## src/rtl/set_associative_tag_unit_if.sv

```systemverilog
`default_nettype none
// ============================================================================
//  Module   : set_associative_tag_unit_if
//  Purpose  : Lookup / write / flush bus of the set-associative tag unit.
//  Revision : 1.0 - initial release
// ============================================================================
interface set_associative_tag_unit_if #(
    parameter int TAG_WIDTH   = 8,
    parameter int INDEX_WIDTH = 4,
    parameter int WAY_COUNT   = 4,
    parameter int STATE_WIDTH = 2
);
    localparam int c_way_width = $clog2(WAY_COUNT);

    logic [INDEX_WIDTH-1:0] index;
    logic [TAG_WIDTH-1:0]   tagIn;
    logic [c_way_width-1:0] wayIn;
    logic                   writeTag;
    logic                   writeState;
    logic [STATE_WIDTH-1:0] stateIn;
    logic                   touch;
    logic                   flushStart;
    logic                   hit;
    logic [c_way_width-1:0] hitWay;
    logic [c_way_width-1:0] victimWay;
    logic [TAG_WIDTH-1:0]   tagOut;
    logic [STATE_WIDTH-1:0] stateOut;
    logic                   flushBusy;

    modport master (
        output index, tagIn, wayIn, writeTag, writeState, stateIn, touch, flushStart,
        input  hit, hitWay, victimWay, tagOut, stateOut, flushBusy
    );

    modport slave (
        input  index, tagIn, wayIn, writeTag, writeState, stateIn, touch, flushStart,
        output hit, hitWay, victimWay, tagOut, stateOut, flushBusy
    );
endinterface
`default_nettype wire

```

## src/rtl/set_associative_tag_unit.sv

```systemverilog
`default_nettype none
// ============================================================================
//  Module   : set_associative_tag_unit
//  Purpose  : Tag/state store with true-LRU ages, zero-latency lookup and a
//             one-set-per-cycle invalidate sweep.
//  Revision : 1.0 - initial release
// ============================================================================
module set_associative_tag_unit #(
    parameter int                     TAG_WIDTH     = 8,
    parameter int                     INDEX_WIDTH   = 4,
    parameter int                     WAY_COUNT     = 4,
    parameter int                     STATE_WIDTH   = 2,
    parameter logic [STATE_WIDTH-1:0] INVALID_STATE = '0
) (
    input  wire logic                 clock,
    input  wire logic                 reset,
    set_associative_tag_unit_if.slave bus
);
    localparam int c_way_width = $clog2(WAY_COUNT);
    localparam int c_num_sets  = 1 << INDEX_WIDTH;

    typedef enum logic [0:0] {
        IDLE  = 1'b0,
        SWEEP = 1'b1
    } fsm_t;

    fsm_t                   r_fsm;
    logic [INDEX_WIDTH-1:0] r_sweep_cnt;
    logic                   r_busy;

    logic [c_num_sets-1:0][WAY_COUNT-1:0][TAG_WIDTH-1:0]   r_tag;
    logic [c_num_sets-1:0][WAY_COUNT-1:0][STATE_WIDTH-1:0] r_state;
    logic [c_num_sets-1:0][WAY_COUNT-1:0][c_way_width-1:0] r_age;

    logic                   w_match_any;
    logic [c_way_width-1:0] w_match_way;
    logic                   w_inv_any;
    logic [c_way_width-1:0] w_inv_way;
    logic [c_way_width-1:0] w_lru_way;
    logic [c_way_width-1:0] w_touch_age;
    logic                   w_hit;

    // Descending scan so the lowest-numbered qualifying way wins.
    always_comb begin
        w_match_any = 1'b0;
        w_match_way = '0;
        w_inv_any   = 1'b0;
        w_inv_way   = '0;
        w_lru_way   = '0;
        for (int w = WAY_COUNT - 1; w >= 0; w--) begin
            if (r_state[bus.index][w] != INVALID_STATE &&
                r_tag[bus.index][w] == bus.tagIn) begin
                w_match_any = 1'b1;
                w_match_way = c_way_width'(w);
            end
            if (r_state[bus.index][w] == INVALID_STATE) begin
                w_inv_any = 1'b1;
                w_inv_way = c_way_width'(w);
            end
            if (r_age[bus.index][w] == c_way_width'(WAY_COUNT - 1)) begin
                w_lru_way = c_way_width'(w);
            end
        end
    end

    assign w_hit       = w_match_any & ~r_busy;
    assign w_touch_age = r_age[bus.index][bus.wayIn];

    assign bus.hit       = w_hit;
    assign bus.hitWay    = w_hit ? w_match_way : '0;
    assign bus.victimWay = w_inv_any ? w_inv_way : w_lru_way;
    assign bus.tagOut    = r_tag[bus.index][bus.wayIn];
    assign bus.stateOut  = r_state[bus.index][bus.wayIn];
    assign bus.flushBusy = r_busy;

    // Tags are deliberately left out of reset and survive a flush.
    always_ff @(posedge clock) begin
        if (r_fsm == IDLE && bus.writeTag) begin
            r_tag[bus.index][bus.wayIn] <= bus.tagIn;
        end
    end

    always_ff @(posedge clock or negedge reset) begin
        if (!reset) begin
            r_fsm       <= IDLE;
            r_sweep_cnt <= '0;
            r_busy      <= 1'b0;
            for (int s = 0; s < c_num_sets; s++) begin
                for (int w = 0; w < WAY_COUNT; w++) begin
                    r_state[s][w] <= INVALID_STATE;
                    r_age[s][w]   <= c_way_width'(w);
                end
            end
        end else begin
            case (r_fsm)
                IDLE: begin
                    if (bus.writeState) begin
                        r_state[bus.index][bus.wayIn] <= bus.stateIn;
                    end
                    // Ways younger than the touched one age by one; the
                    // ages of the set remain a permutation.
                    if (bus.touch) begin
                        for (int w = 0; w < WAY_COUNT; w++) begin
                            if (c_way_width'(w) == bus.wayIn) begin
                                r_age[bus.index][w] <= '0;
                            end else if (r_age[bus.index][w] < w_touch_age) begin
                                r_age[bus.index][w] <= r_age[bus.index][w] + 1'b1;
                            end
                        end
                    end
                    if (bus.flushStart) begin
                        r_fsm       <= SWEEP;
                        r_busy      <= 1'b1;
                        r_sweep_cnt <= '0;
                    end
                end
                SWEEP: begin
                    for (int w = 0; w < WAY_COUNT; w++) begin
                        r_state[r_sweep_cnt][w] <= INVALID_STATE;
                        r_age[r_sweep_cnt][w]   <= c_way_width'(w);
                    end
                    if (r_sweep_cnt == INDEX_WIDTH'(c_num_sets - 1)) begin
                        r_fsm       <= IDLE;
                        r_busy      <= 1'b0;
                        r_sweep_cnt <= '0;
                    end else begin
                        r_sweep_cnt <= r_sweep_cnt + 1'b1;
                    end
                end
                default: begin
                    r_fsm  <= IDLE;
                    r_busy <= 1'b0;
                end
            endcase
        end
    end
endmodule
`default_nettype wire

```

## src/flat_wrapper.sv

```systemverilog
// flat-port wrapper written by rule: the top's interface ports become plain ports
module set_associative_tag_unit_flat 
#(
    parameter int                     TAG_WIDTH     = 8,
    parameter int                     INDEX_WIDTH   = 4,
    parameter int                     WAY_COUNT     = 4,
    parameter int                     STATE_WIDTH   = 2,
    parameter logic [STATE_WIDTH-1:0] INVALID_STATE = '0
)
  (clock, reset, bus_index, bus_tagIn, bus_wayIn, bus_writeTag, bus_writeState, bus_stateIn, bus_touch, bus_flushStart, bus_hit, bus_hitWay, bus_victimWay, bus_tagOut, bus_stateOut, bus_flushBusy);
  set_associative_tag_unit_if #(.TAG_WIDTH(TAG_WIDTH), .INDEX_WIDTH(INDEX_WIDTH), .WAY_COUNT(WAY_COUNT), .STATE_WIDTH(STATE_WIDTH)) bus_i ();
  input  wire logic clock;
  input  wire logic reset;
  input wire logic [$bits(bus_i.index)-1:0] bus_index;
  input wire logic [$bits(bus_i.tagIn)-1:0] bus_tagIn;
  input wire logic [$bits(bus_i.wayIn)-1:0] bus_wayIn;
  input wire logic [$bits(bus_i.writeTag)-1:0] bus_writeTag;
  input wire logic [$bits(bus_i.writeState)-1:0] bus_writeState;
  input wire logic [$bits(bus_i.stateIn)-1:0] bus_stateIn;
  input wire logic [$bits(bus_i.touch)-1:0] bus_touch;
  input wire logic [$bits(bus_i.flushStart)-1:0] bus_flushStart;
  output wire logic [$bits(bus_i.hit)-1:0] bus_hit;
  output wire logic [$bits(bus_i.hitWay)-1:0] bus_hitWay;
  output wire logic [$bits(bus_i.victimWay)-1:0] bus_victimWay;
  output wire logic [$bits(bus_i.tagOut)-1:0] bus_tagOut;
  output wire logic [$bits(bus_i.stateOut)-1:0] bus_stateOut;
  output wire logic [$bits(bus_i.flushBusy)-1:0] bus_flushBusy;
  assign bus_i.index = bus_index;
  assign bus_i.tagIn = bus_tagIn;
  assign bus_i.wayIn = bus_wayIn;
  assign bus_i.writeTag = bus_writeTag;
  assign bus_i.writeState = bus_writeState;
  assign bus_i.stateIn = bus_stateIn;
  assign bus_i.touch = bus_touch;
  assign bus_i.flushStart = bus_flushStart;
  assign bus_hit = bus_i.hit;
  assign bus_hitWay = bus_i.hitWay;
  assign bus_victimWay = bus_i.victimWay;
  assign bus_tagOut = bus_i.tagOut;
  assign bus_stateOut = bus_i.stateOut;
  assign bus_flushBusy = bus_i.flushBusy;
  set_associative_tag_unit #(.TAG_WIDTH(TAG_WIDTH), .INDEX_WIDTH(INDEX_WIDTH), .WAY_COUNT(WAY_COUNT), .STATE_WIDTH(STATE_WIDTH), .INVALID_STATE(INVALID_STATE)) u_core (.clock(clock), .reset(reset), .bus(bus_i));
endmodule
```

## config.mk

```make
export PLATFORM = sky130hd
export DESIGN_NAME = set_associative_tag_unit_flat
export DESIGN_NICKNAME = d
export VERILOG_FILES = /design/src/rtl/set_associative_tag_unit_if.sv /design/src/rtl/set_associative_tag_unit.sv /design/src/flat_wrapper.sv
export SDC_FILE = /design/constraint.sdc
export NUM_CORES = 1
export LEC_CHECK = 0
export BUFFER_PORTS_ARGS = -buffer_cell sky130_fd_sc_hd__buf_2
export CORE_ASPECT_RATIO = 1.1
export CORE_MARGIN = 3
export CORE_UTILIZATION = 29
export DETAILED_ROUTE_END_ITERATION = 6
export GPL_ROUTABILITY_DRIVEN = 0
export SYNTH_ARGS = -nofsm -noshare
export SYNTH_HDL_FRONTEND = slang
export SYNTH_SLANG_ARGS = --single-unit
```

## constraint.sdc

```tcl
create_clock -name clock -period 4.9 [get_ports clock]
set_clock_uncertainty 0.05 [all_clocks]
set_input_delay 0.49 -clock clock [delete_from_list [all_inputs] [get_ports clock]]
set_output_delay 0.49 -clock clock [all_outputs]
set_load 0.02 [all_outputs]
```

==> flow_metrics.py <==
metrics = {
    "status": {
        "status": "complete, no violations",
    },
    "timing": {
        "setup_viol": 0,
        "worst_slew_pin_slew_ps": 1240,
        "min_period_ps": 4800,
        "relSlewSlack_pct": 17.3,
        "finalMaxSlewViolations": 0,
        "finalSetupTns_ps": 0,
        "rsz0062_at_grt": "no",
        "max_freq_ghz": 0.208,
        "fin_crit_sh_pct": 98.0,
        "hold_violations": 0,
    },
    "yosys": {
        "synthMuxAreaShare_pct": 15.8,
        "ys_warn_count": 0,
        "syn_area_per_cell_um2": 13.8,
        "synth_top_family_by_area": "multiplexers",
        "synthXorXnorAreaFrac_pct": 0.855,
        "synth-seq-cells": 774,
        "yosysTopAreaCellShare_pct": 44.1,
        "synth.area.top_cells": "edfxtp_1 (44%), dfrtp_1 (14%), mux4_2 (9.6%), dfstp_2 (4.8%), nand2_1 (4.2%)",
        "synth_top_area_cell": "edfxtp_1",
        "synth_flop_cell": "edfxtp_1",
        "netlist_area_mm2": 0.0348,
        "synth-seq-area-share_pct": 63.2,
        "synth_edf_count": 512,
        "synthCells": 2518,
        "synth-compound-area-share_pct": 8.54,
        "synthArstFlopShare_pct": 33.9,
        "yosys.area_share.simple_pct": 8.12,
        "ys_types": 71,
        "yosys.area_share.adder_pct": 0.431,
        "syn_nets": 2552,
    },
    "clocking": {
        "clkTransAtPathRegs_ps": 60,
        "cts.sinks": 774,
        "htreeDepth": 3,
        "ctsRootBufferMaster": "clkbuf_16",
        "clkLatencyLatePin_ps": 660,
        "cts_buffers": 79,
        "cts_tree": "built",
        "cts_resized": 0,
        "clockBufferDepth": 3,
    },
    "final_layout": {
        "mostFrequentLayoutCell": "edfxtp_1",
        "finalInstanceArea_mm2": 0.0396,
        "area.growth.synth_to_final_pct": 13.6,
        "mostFrequentLayoutCells": "edfxtp_1 (512), nand2_1 (387), dfrtp_1 (197), nor2_1 (184), o21ai_0 (173)",
        "layout-drive-gt1-share_pct": 18.7,
        "nFillCells": 11373,
        "final_cells": 4166,
        "final_nets": 2593,
    },
    "power": {
        "cellPowerDensity_mw_per_mm2": 401,
        "peakVddDrop_v": 0.000272,
        "p_leak_nw": 13.9,
        "switching_share_pct": 28.3,
        "sequentialPowerShare_pct": 45.7,
        "intPower_mw": 11.4,
        "combinationalPowerShare_pct": 15.6,
        "power_switching_mw": 4.50,
        "p_clk_share_pct": 38.6,
    },
    "worst_setup_path": {
        "reg2reg_depth": 10,
        "critPathArrivalTime_ps": 4260,
        "r2r_slack_ps": 1210,
        "slowest_delay_ps": 660,
        "timing.rr.end": "u_core.r_age[90]",
        "end_kind": "output pin",
        "critPathLaunchType": "primary input",
        "cp_max_fo": 52,
        "worst-setup-path-type": "primary input to output pin",
        "crit_required_ps": 4360,
        "cpMaxStageDelayCell": "nor4_1",
        "r2r_start": "u_core.r_age[75]",
        "crit_chain": "buf_8 > buf_12 > mux4_1 > mux4_2 > xnor2_1 > nand3_1 > nor4_1 > buf_4 > nor2_1 > a31oi_1 > buf_2",
    },
    "global_route": {
        "antenna_found_initial": 5,
        "overflow": 0,
        "grt_pass1_wl_mm": 147,
        "grt_start_max_net_pins": 117,
        "grt_usage_pct": 15.8,
        "grt_pass1_vias": 21751,
    },
    "min_path": {
        "hold_class": "primary input to register",
        "whs_path_depth": 2,
        "hold_end": "u_core.r_sweep_cnt[2]",
        "holdCritStartpoint": "bus_flushStart",
    },
    "route": {
        "num_vias": 22175,
        "wire_per_inst_um": 23.9,
        "firstDrtPassIters": 5,
        "ant_nets": 0,
        "initialDrtViolationCount": 2075,
        "routed_via_density": 5.32,
        "drc": 0,
        "drt_wl_total_mm": 99.4,
    },
    "die": {
        "dieArea_mm2": 0.124,
        "die_h_um": 369,
        "core_mm2": 0.118,
        "num_rows": 132,
        "die_x_um": 336,
        "initial_utilization_pct": 29.4,
        "ios": 38,
    },
    "placed_design": {
        "dpl.hpwl_mm": 64.6,
        "postPlaceCellArea_mm2": 0.0369,
        "portBuffers": 37,
        "dp.cells": 4018,
    },
    "flow_run": {
        "maxCapViolations": 0,
    },
}
power groups by stage:
stage / sequential, mW / combinational (mW) / clock (mW)
CTS: 7.25 / 2.47 / 6.22
finish: 7.26 / 2.48 / 6.13
global placement: 7.38 / 2.44 / 0
detailed placement: 7.38 / 2.46 / 0
floorplan: 7.33 / 1.54 / 0
global route: 7.27 / 2.67 / 6.50
synthesized netlist by cell type (23+ instances only):
library cell	count
a21oi_1	109
a22oi_1	30
buf_2	25
clkbuf_1	101
dfrtp_1	198
dfstp_2	64
edfxtp_1	512
inv_1	59
mux2_2	30
mux2i_1	104
mux4_1	29
mux4_2	149
nand2_1	387
nor2_1	184
nor2b_1	27
nor3_1	23
o21ai_0	173
o22ai_1	38
layer usage:
metal | share of wire (%) | track usage [%] | vias to the layer above
met2 | 48 | 25.4 | 914
met4 | 2.6 | 4.46 | 4
li1 | - | - | 9610
met3 | 7.5 | 3.22 | 187
met5 | 0.030 | 0 | -
met1 | 42 | 21.6 | 11460
worst max-delay path: cells and delay by family:
| kind | cells | cell delay, ps |
|---|---|---|
| mux | 2 | 1090 |
| xor+xnor | 1 | 140 |
| compound gates | 1 | 310 |
| simple gates | 3 | 830 |
| buf+inv | 4 | 1250 |
kinds of logic after synthesis:
logic type / count (synthesis)
mux: 313
flops: 774
fa+ha+maj: 12
xor+xnor: 34
buf+inv: 223
simple gates: 683
compound gates: 479
worst max-delay path by stage:
stage / start / end / cells after the start
after floorplan: bus_index[1] / u_core.r_age[102] / 17
after global placement: bus_index[0] / bus_hitWay[0] / 11
after detailed placement: bus_index[0] / bus_hitWay[0] / 11
after CTS: bus_index[0] / bus_hitWay[0] / 12
after global routing: bus_index[0] / bus_hitWay[0] / 11
final: bus_index[0] / bus_hit / 11
what timing repair did:
item | in CTS | in global routing
endpoints found under the hold margin | 54 | 0
hold buffers | 1 | 0
setup buffers | 0 | 0
area by class of cell:
cell class	instances	area [µm²]	area share, %
Sequential cell	774	22000	55.6
Inverter	60	225	0.569
Clock inverter	39	499	1.26
Multi-Input combinational cell	1521	11800	29.8
Antenna cell	2	5.00	0.0126
Timing Repair Buffer	123	991	2.50
Clock buffer	106	2120	5.36
Tap cell	1541	1930	4.87
through the flow:
stage | utilization, % | total power, mW | worst slack [ps] | hold WS [ps]
after floorplan | - | 8.87 | 241 | 144
after global placement | 31.2 | 9.82 | 235 | 396
after detailed placement | 31.2 | 9.84 | 273 | 401
after CTS | 33.4 | 15.9 | 239 | 36.7
after global routing | 33.4 | 16.4 | 51.0 | 44.2
final | 33.4 | 15.9 | 98.3 | 62.7
registers in the layout, summed over array words and instances, names as in the netlist:
name and count:
u_core.r_sweep_cnt 4, u_core.r_state 128, u_core.bus.flushBusy 1, u_core.r_age 128, u_core.r_tag 512, u_core.r_fsm 1
Note: power is estimated with default switching activity, not from simulation.
